===== src/rtl/regfile_write_arbiter_if.sv =====
// regfile_write_arbiter_if: requester, sweep and regfile-write signals.
// master = requesters/display side, slave = arbiter.
interface regfile_write_arbiter_if #(
  parameter int NUM_REQ = 3
);
  logic [NUM_REQ-1:0]    req_valid;
  logic [4*NUM_REQ-1:0]  req_addr;
  logic [14*NUM_REQ-1:0] req_data;
  logic                  sweep_busy;
  logic [NUM_REQ-1:0]    req_ack;
  logic [NUM_REQ-1:0]    req_err;
  logic [18:0]           write_data_1;
  logic [1:0]            grant_id;

  modport master (
    output req_valid, req_addr, req_data,
    output sweep_busy,
    input  req_ack, req_err,
    input  write_data_1, grant_id
  );

  modport slave (
    input  req_valid, req_addr, req_data,
    input  sweep_busy,
    output req_ack, req_err,
    output write_data_1, grant_id
  );
endinterface


===== src/rtl/regfile_write_arbiter.sv =====
// regfile_write_arbiter: shares the card-regfile write port.
// Ports: clk, rst (async active-low), bus (slave modport).
// Option: REGFILE_ARB_FIXED_PRIORITY_EN -> fixed priority, else RR.
module regfile_write_arbiter #(
  parameter int NUM_REQ          = 3,
  parameter int NUM_CARDS        = 12,
  parameter int FIRST_CARD_INDEX = 1
) (
  input logic clk,
  input logic rst,
  regfile_write_arbiter_if.slave bus
);
  localparam int IW = (NUM_REQ > 2) ? 2 : 1;
  typedef logic [IW-1:0] idx_t;

  localparam logic [4:0] ADDR_LO =
    5'(FIRST_CARD_INDEX);
  localparam logic [4:0] ADDR_HI =
    5'(FIRST_CARD_INDEX + NUM_CARDS - 1);

  logic [3:0]  addr_a [NUM_REQ];
  logic [13:0] data_a [NUM_REQ];

  for (genvar g = 0; g < NUM_REQ; g++) begin : g_unpack
    assign addr_a[g] = bus.req_addr[4*g +: 4];
    assign data_a[g] = bus.req_data[14*g +: 14];
  end

  logic [18:0]        wd_q, wd_d;
  logic [NUM_REQ-1:0] err_q, err_d;
  logic [1:0]         gid_q, gid_d;
`ifndef REGFILE_ARB_FIXED_PRIORITY_EN
  idx_t               rr_q, rr_d;
`endif

  idx_t               cand;
  idx_t               gnt_idx;
  logic               found;
  logic               accept;
  logic               legal;
  logic [3:0]         sel_addr;
  logic [13:0]        sel_data;
  logic [NUM_REQ-1:0] ack;

  always_comb begin
    found   = 1'b0;
    gnt_idx = '0;
    cand    = '0;
    for (int k = 0; k < NUM_REQ; k++) begin
`ifdef REGFILE_ARB_FIXED_PRIORITY_EN
      cand = idx_t'(k);
`else
      cand = idx_t'((int'(rr_q) + k + 1) % NUM_REQ);
`endif
      if (!found && bus.req_valid[cand]) begin
        found   = 1'b1;
        gnt_idx = cand;
      end
    end
  end

  // ack is forced low while reset is held
  assign accept   = found & ~bus.sweep_busy & rst;
  assign sel_addr = addr_a[gnt_idx];
  assign sel_data = data_a[gnt_idx];
  assign legal    = ({1'b0, sel_addr} >= ADDR_LO) &&
                    ({1'b0, sel_addr} <= ADDR_HI);

  always_comb begin
    ack = '0;
    if (accept) ack[gnt_idx] = 1'b1;
  end

  // illegal addresses are still acked so no requester deadlocks
  always_comb begin
    wd_d  = '0;
    err_d = '0;
    gid_d = gid_q;
`ifndef REGFILE_ARB_FIXED_PRIORITY_EN
    rr_d  = rr_q;
`endif
    if (accept) begin
      gid_d = 2'(gnt_idx);
`ifndef REGFILE_ARB_FIXED_PRIORITY_EN
      rr_d  = gnt_idx;
`endif
      if (legal) wd_d = {sel_data, sel_addr, 1'b1};
      else       err_d[gnt_idx] = 1'b1;
    end
  end

  always_ff @(posedge clk or negedge rst) begin
    if (!rst) begin
      wd_q  <= '0;
      err_q <= '0;
      gid_q <= '0;
`ifndef REGFILE_ARB_FIXED_PRIORITY_EN
      rr_q  <= idx_t'(NUM_REQ - 1);
`endif
    end else begin
      wd_q  <= wd_d;
      err_q <= err_d;
      gid_q <= gid_d;
`ifndef REGFILE_ARB_FIXED_PRIORITY_EN
      rr_q  <= rr_d;
`endif
    end
  end

  assign bus.req_ack      = ack;
  assign bus.req_err      = err_q;
  assign bus.write_data_1 = wd_q;
  assign bus.grant_id     = gid_q;
endmodule


===== src/flat_wrapper.sv =====
// flat-port wrapper written by rule: the top's interface ports become plain ports
module regfile_write_arbiter_flat 
#(
  parameter int NUM_REQ          = 3,
  parameter int NUM_CARDS        = 12,
  parameter int FIRST_CARD_INDEX = 1
)
  (clk, rst, bus_req_valid, bus_req_addr, bus_req_data, bus_sweep_busy, bus_req_ack, bus_req_err, bus_write_data_1, bus_grant_id);
  regfile_write_arbiter_if #(.NUM_REQ(NUM_REQ)) bus_i ();
  input logic clk;
  input logic rst;
  input wire logic [$bits(bus_i.req_valid)-1:0] bus_req_valid;
  input wire logic [$bits(bus_i.req_addr)-1:0] bus_req_addr;
  input wire logic [$bits(bus_i.req_data)-1:0] bus_req_data;
  input wire logic [$bits(bus_i.sweep_busy)-1:0] bus_sweep_busy;
  output wire logic [$bits(bus_i.req_ack)-1:0] bus_req_ack;
  output wire logic [$bits(bus_i.req_err)-1:0] bus_req_err;
  output wire logic [$bits(bus_i.write_data_1)-1:0] bus_write_data_1;
  output wire logic [$bits(bus_i.grant_id)-1:0] bus_grant_id;
  assign bus_i.req_valid = bus_req_valid;
  assign bus_i.req_addr = bus_req_addr;
  assign bus_i.req_data = bus_req_data;
  assign bus_i.sweep_busy = bus_sweep_busy;
  assign bus_req_ack = bus_i.req_ack;
  assign bus_req_err = bus_i.req_err;
  assign bus_write_data_1 = bus_i.write_data_1;
  assign bus_grant_id = bus_i.grant_id;
  regfile_write_arbiter #(.NUM_REQ(NUM_REQ), .NUM_CARDS(NUM_CARDS), .FIRST_CARD_INDEX(FIRST_CARD_INDEX)) u_core (.clk(clk), .rst(rst), .bus(bus_i));
endmodule

===== config.mk =====
export PLATFORM = sky130hd
export DESIGN_NAME = regfile_write_arbiter_flat
export DESIGN_NICKNAME = d
export VERILOG_FILES = /design/src/rtl/regfile_write_arbiter_if.sv /design/src/rtl/regfile_write_arbiter.sv /design/src/flat_wrapper.sv
export SDC_FILE = /design/constraint.sdc
export NUM_CORES = 1
export LEC_CHECK = 0
export CORE_ASPECT_RATIO = 1.1
export CORE_MARGIN = 2
export CORE_UTILIZATION = 40
export DETAILED_ROUTE_END_ITERATION = 6
export PLACE_DENSITY_LB_ADDON = 0.05
export SLEW_MARGIN = 20
export SYNTH_ARGS = -nofsm -noshare
export SYNTH_HDL_FRONTEND = slang
export SYNTH_SLANG_ARGS = --single-unit

===== constraint.sdc =====
create_clock -name clk -period 3.7 [get_ports clk]
set_input_delay 0.555 -clock clk [delete_from_list [all_inputs] [get_ports clk]]
set_output_delay 0.555 -clock clk [all_outputs]
set_load 0.01 [all_outputs]

After elaboration in Yosys (flattened, before gate mapping):

Index checks and enable logic that the tools add are counted.

* bits in registers: 26
* input port bits: 60
* output and inout port bits: 27
* logic and storage cells: 54

* add/subtract/negate cells: 4
* div/mod/pow operators: 3
* order comparisons: 8
* mux-type cells: 25
* bitwise logic cells: 4
* reductions and logical operators: 6

Operators by type and width (count)
* $mod A32 B3 Y32 const B: 3
* $add A32 B2 Y32 const B: 2
* $mux W19: 2
* $bmux W14 S2: 1
* $mux W14: 2
* $lt A2 B3 Y1 const B: 4
* $mux W3: 3
* $bmux W4 S2: 1
* $mux W4: 2
* $mux W1: 7
* $bmux W1 S2: 3
* $mux W2: 3
* $ge A4 B1 Y1 const B: 1
* $le A4 B4 Y1 const B: 1
* $logic_and A1 B1 Y1: 4
* $add A2 B1 Y3 const B: 1
* $add A2 B2 Y3 const B: 1
* $ge A3 B3 Y1 const B: 1
* $not A2 Y3: 1
* $and A1 B1 Y1: 2
* $demux W1 S2: 1
* $ge A2 B1 Y1 const B: 1
* $logic_not A1 Y1: 2
* $not A1 Y1: 1

Logic depth before layout (Yosys ltp):

* word-level depth: 19
* mapped depth: 14

Least setup slack after synthesis:

No wires, ideal clock.

* kind: register to register
* from: reg u_core.rr_q[1]
* to: reg u_core.wd_q[11] (netlist: u_core.bus.write_data_1[11])
* setup time: 111 ps
* arrival time: 2822 ps
* data required time: 3589 ps
* slack: 766 ps
* cell stages (with the launch flop): 13
* path buffers: 3
* period minus slack after synthesis: 2934 ps
* cell sequence: dfstp_2 > ha_1 > buf_6 > mux2i_2 > a311oi_1 > a211oi_2 > or2_1 > buf_6 > mux2i_1 > a22o_1 > o221a_4 > buf_6 > a2111oi_2

* cells in the longest elaborated chain, start to end: 19
* elaborated cells on any way between the ends: 37
* classes of those cells: 4 x add/sub; 3 x div; 2 x order compare; 20 x mux; 3 x bitwise; 5 x reduce/logical

Ends and longest elaborated chain
* from (decl): RTL line regfile_write_arbiter.sv:33 `idx_t rr_q, rr_d;`
* from (signal assigned): RTL line regfile_write_arbiter.sv:98 `rr_q <= idx_t'(NUM_REQ - 1);`
* from (signal assigned): RTL line regfile_write_arbiter.sv:105 `rr_q <= rr_d;`
* parallel branches: the longest is 18 deep, another holds $add A32 B2 Y32
* $mux W19 *: RTL line regfile_write_arbiter.sv:82 `if (accept) begin`
* via u_core.wd_d[11]: RTL line regfile_write_arbiter.sv:29 `logic [18:0] wd_q, wd_d;`
* to (signal assigned): RTL line regfile_write_arbiter.sv:101 `wd_q <= wd_d;`
* to (decl): RTL line regfile_write_arbiter.sv:29

Mark *: on every way through the listed nets, which the timed path passes. The select of a mux whose other input is x is not followed.
A chain may end at the register's enable or synchronous reset.

Final worst setup path:

* from: reg u_core.rr_q[1]
* to: out bus_req_ack[1]

* cells in the longest elaborated chain, start to end: 16
* elaborated cells on any way between the ends: 31
* classes of those cells: 4 x add/sub; 3 x div; 2 x order compare; 15 x mux; 2 x bitwise; 5 x reduce/logical

Ends and longest elaborated chain
* parallel branches: the longest is 15 deep, another holds $add A32 B2 Y32
* $mux W3 *: RTL line regfile_write_arbiter.sv:71 `if (accept) ack[gnt_idx] = 1'b1;`
* to (decl): RTL line flat_wrapper.sv:16 `output wire logic [$bits(bus_i.req_ack)-1:0] bus_req_ack;`

Every way passes the cells marked *. The select of a mux whose other input is x is not followed.

==> results_dict.tcl <==
set metrics [dict create \
    status "completed" \
    power_density_nw_per_um2 833.7 \
    min_to "u_core.bus.grant_id[1]" \
    start_util_pct 42.51 \
    ctsHoldBuffers 0 \
    min_from "u_core.bus.grant_id[1]" \
    ys_seq_area_share_pct 36.65 \
    num_rows 24 \
    fin_cells 299 \
    tightest_slew_ps 486.8 \
    r2r_end "u_core.bus.write_data_1[5]" \
    via_count 1571 \
    dieWidth_um 66.35 \
    async_reset_ff_share_pct 100.0 \
    reg2reg_slack_ps 440 \
    route.met2.wl_mm 2.393 \
    drc 0 \
    firstDrtPassIters 4 \
    cts_root_buffer "clkbuf_8" \
    clock-sinks 25 \
    critPathRequiredTime_ps 3140 \
    fin_nets 312 \
    syn_avg_cell_area_um2 10.49 \
    wl_mm 4.575 \
    cts_buffers 3 \
    synth_seq_cells 25 \
    core-area_um2 4024 \
    grt_remaining_overflow 0 \
    place_congestion 0.8157 \
    p_leak_nw 1.130 \
    timing.final.crit_period_ps 3519 \
    endpoint_kind "primary output" \
    fmax_ghz 0.2842 \
    reg2reg_depth 10 \
    antenna_found_initial 0 \
    relSlewSlack_pct 67.33 \
    die_h_um 72.58 \
    post-place-ws_ps 198.6 \
    min_period_over_period_pct 95.11 \
    hold_viol_final 0 \
    synth.area.top_cells "dfrtp_1 35%, mux2i_1 11%, a2111oi_2 8.8%" \
    layout-drive-gt1-share_pct 13.36 \
    design_area_um2 2665 \
    synthesis.nets 227 \
    slew_violations 0 \
    portBuffers 86 \
    fin_tns_setup_ps 0 \
    rsz0062_at_grt "no" \
    worst_skew_pair.late_latency_ps 260 \
    hold_path.class "reg -> reg" \
    netlist_area_um2 1710 \
    drt-initial-drc-count 54 \
    first_global_vias 1612 \
    final_util_pct 66.23 \
    worst_ep_arrival_time_ps 2960 \
    ant_nets 0 \
    holdPathStages 1 \
    peakVddDrop_mv 0.9777 \
    cts_setup_buffers 0 \
    synth_top_area_cell "dfrtp_1" \
    yosysTopAreaCellShare_pct 35.11 \
    routed_via_density 5.254 \
    finalWorstSetupSlack_ps 181.0 \
    post-place-cells 295 \
    crit_fanout 9 \
    detailed_place_hpwl_mm 3.665 \
    placed_area_um2 2616 \
    ys.flop_type "dfrtp_1" \
    clkTransAtPathRegs_ps 90 \
    clock_skew_ps 4.950 \
    ios 87 \
    critPathLaunchType "flop" \
    grt_pass1_wl_mm 7.169 \
    post_cts_resized 0 \
    setup-violations-final 0 \
    synth_cells 163 \
    wl_met1_mm 1.793 \
    maxCapViolations 0 \
    synthDistinctLibCells 45 \
    routedWlPerCell_um 15.30 \
    wl_met3_um 327 \
    reg2reg_from "u_core.rr_q[0]" \
    antennaDiodeCount 0 \
    grt_max_degree 26 \
    grtUsageTotal_pct 18.96 \
    cts-htree-levels 1 \
    die_area_um2 4815 \
    area_growth_pct 55.82 \
    cts_tree "built" \
    path_class "reg -> out" \
    top_layer_used "met4" \
    yosys_warnings 0 \
    synth_edf_count 0 \
    clockBufferDepth 2 \
]
-- report_power, final --
group          total, mW  internal, mW  switching (mW)
Clock              0.159        0.0751          0.0840
Sequential         0.402         0.369          0.0334
Combinational       1.66         0.735           0.925
Total               2.22          1.18            1.04
-- Yosys cell counts, drive strengths merged (2+ instances only) --
cell type	number
nor2b	4
a21o	3
inv	8
nand2b	2
a21oi	2
clkbuf	5
and2	2
buf	9
mux2i	20
nand3b	3
nand2	5
dfrtp	24
o21ai	9
o211ai	3
a311oi	2
nor2	22
nor3	2
o21a	2
a31oi	2
ha	4
a2111oi	14
-- worst max-delay path by stage --
stage | startpoint | to | cells past startpoint
2_1_floorplan | u_core.rr_q[1] | u_core.bus.write_data_1[11] | 12
3_3_place_gp | bus_req_valid[1] | bus_req_ack[0] | 7
3_5_place_dp | bus_req_valid[2] | u_core.bus.write_data_1[5] | 9
4_1_cts | u_core.rr_q[0] | bus_req_ack[0] | 8
5_1_grt | u_core.rr_q[1] | bus_req_ack[1] | 9
6_report | u_core.rr_q[1] | bus_req_ack[1] | 9
-- critical path: stages (launching register included) --
cell,delay [ps]
dfstp_2,570
ha_1,330
mux2i_1,260
o21ai_0,160
buf_4,190
o311ai_4,310
inv_1,160
o2111ai_1,160
inv_1,70
clkdlybuf4s50_1,480
-- layer usage --
layer  up-vias  GRT usage, %
met5         -             0
met4         0         5.896
met3         6         2.006
met2        64         36.33
met1       731         21.70
li1        770             -
-- flip-flops by register name (all words and copies together) (netlist names) --
| signal | count |
|---|---|
| u_core.bus.write_data_1 | 19 |
| u_core.bus.req_err | 3 |
| u_core.bus.grant_id | 1 |
| u_core.rr_q | 2 |
-- through the flow --
stage	hold slack (ps)	power, mW
after floorplan	259.4	1.692
after global placement	461.5	2.014
after detailed placement	476.6	2.074
after CTS	496.2	2.233
after global routing	523.0	2.388
final	491.7	2.222
-- layout by cell type, fill, tap and decap left out, types with 2 or more instances in the layout --
| cell type | netlist | final |
|---|---|---|
| clkdlybuf4s50_1 | 0 | 86 |
| dfrtp_1 | 24 | 24 |
| nor2_1 | 22 | 22 |
| mux2i_1 | 19 | 19 |
| a2111oi_2 | 10 | 10 |
| inv_1 | 8 | 8 |
| buf_4 | 2 | 8 |
| o21ai_0 | 7 | 7 |
| nand2_1 | 5 | 5 |
| nor2b_1 | 4 | 4 |
| ha_1 | 4 | 4 |
| nand3b_1 | 3 | 3 |
| a21o_1 | 3 | 3 |
| clkbuf_8 | 0 | 3 |
| o21ai_1 | 2 | 2 |
| nand2b_1 | 2 | 2 |
| a311oi_1 | 2 | 2 |
| a21oi_1 | 2 | 2 |
| o211ai_1 | 2 | 2 |
| a31oi_1 | 2 | 2 |
| and2_1 | 2 | 2 |
| a2111oi_4 | 2 | 2 |
| a2111oi_1 | 2 | 2 |
| nor3_1 | 2 | 2 |
-- layout make-up --
cell class / count / area, um^2
Timing Repair Buffer: 94 / 920.9
Tap cell: 52 / 65.06
Clock buffer: 3 / 41.29
Inverter: 8 / 30.03
Fill cell: 335 / 1359
Multi-Input combinational cell: 116 / 975.9
Sequential cell: 25 / 626.9
Clock inverter: 1 / 5.005
-- cell families after synthesis --
family,share of synthesized area [%]
AOI/OAI and AO/OA,28.02
and+or+nand+nor,12.95
DFF,36.65
buffers and inverters,7.534
muxes,11.92
adders and majority gates,2.926
No activity file was read; power rests on OpenSTA's default activity.
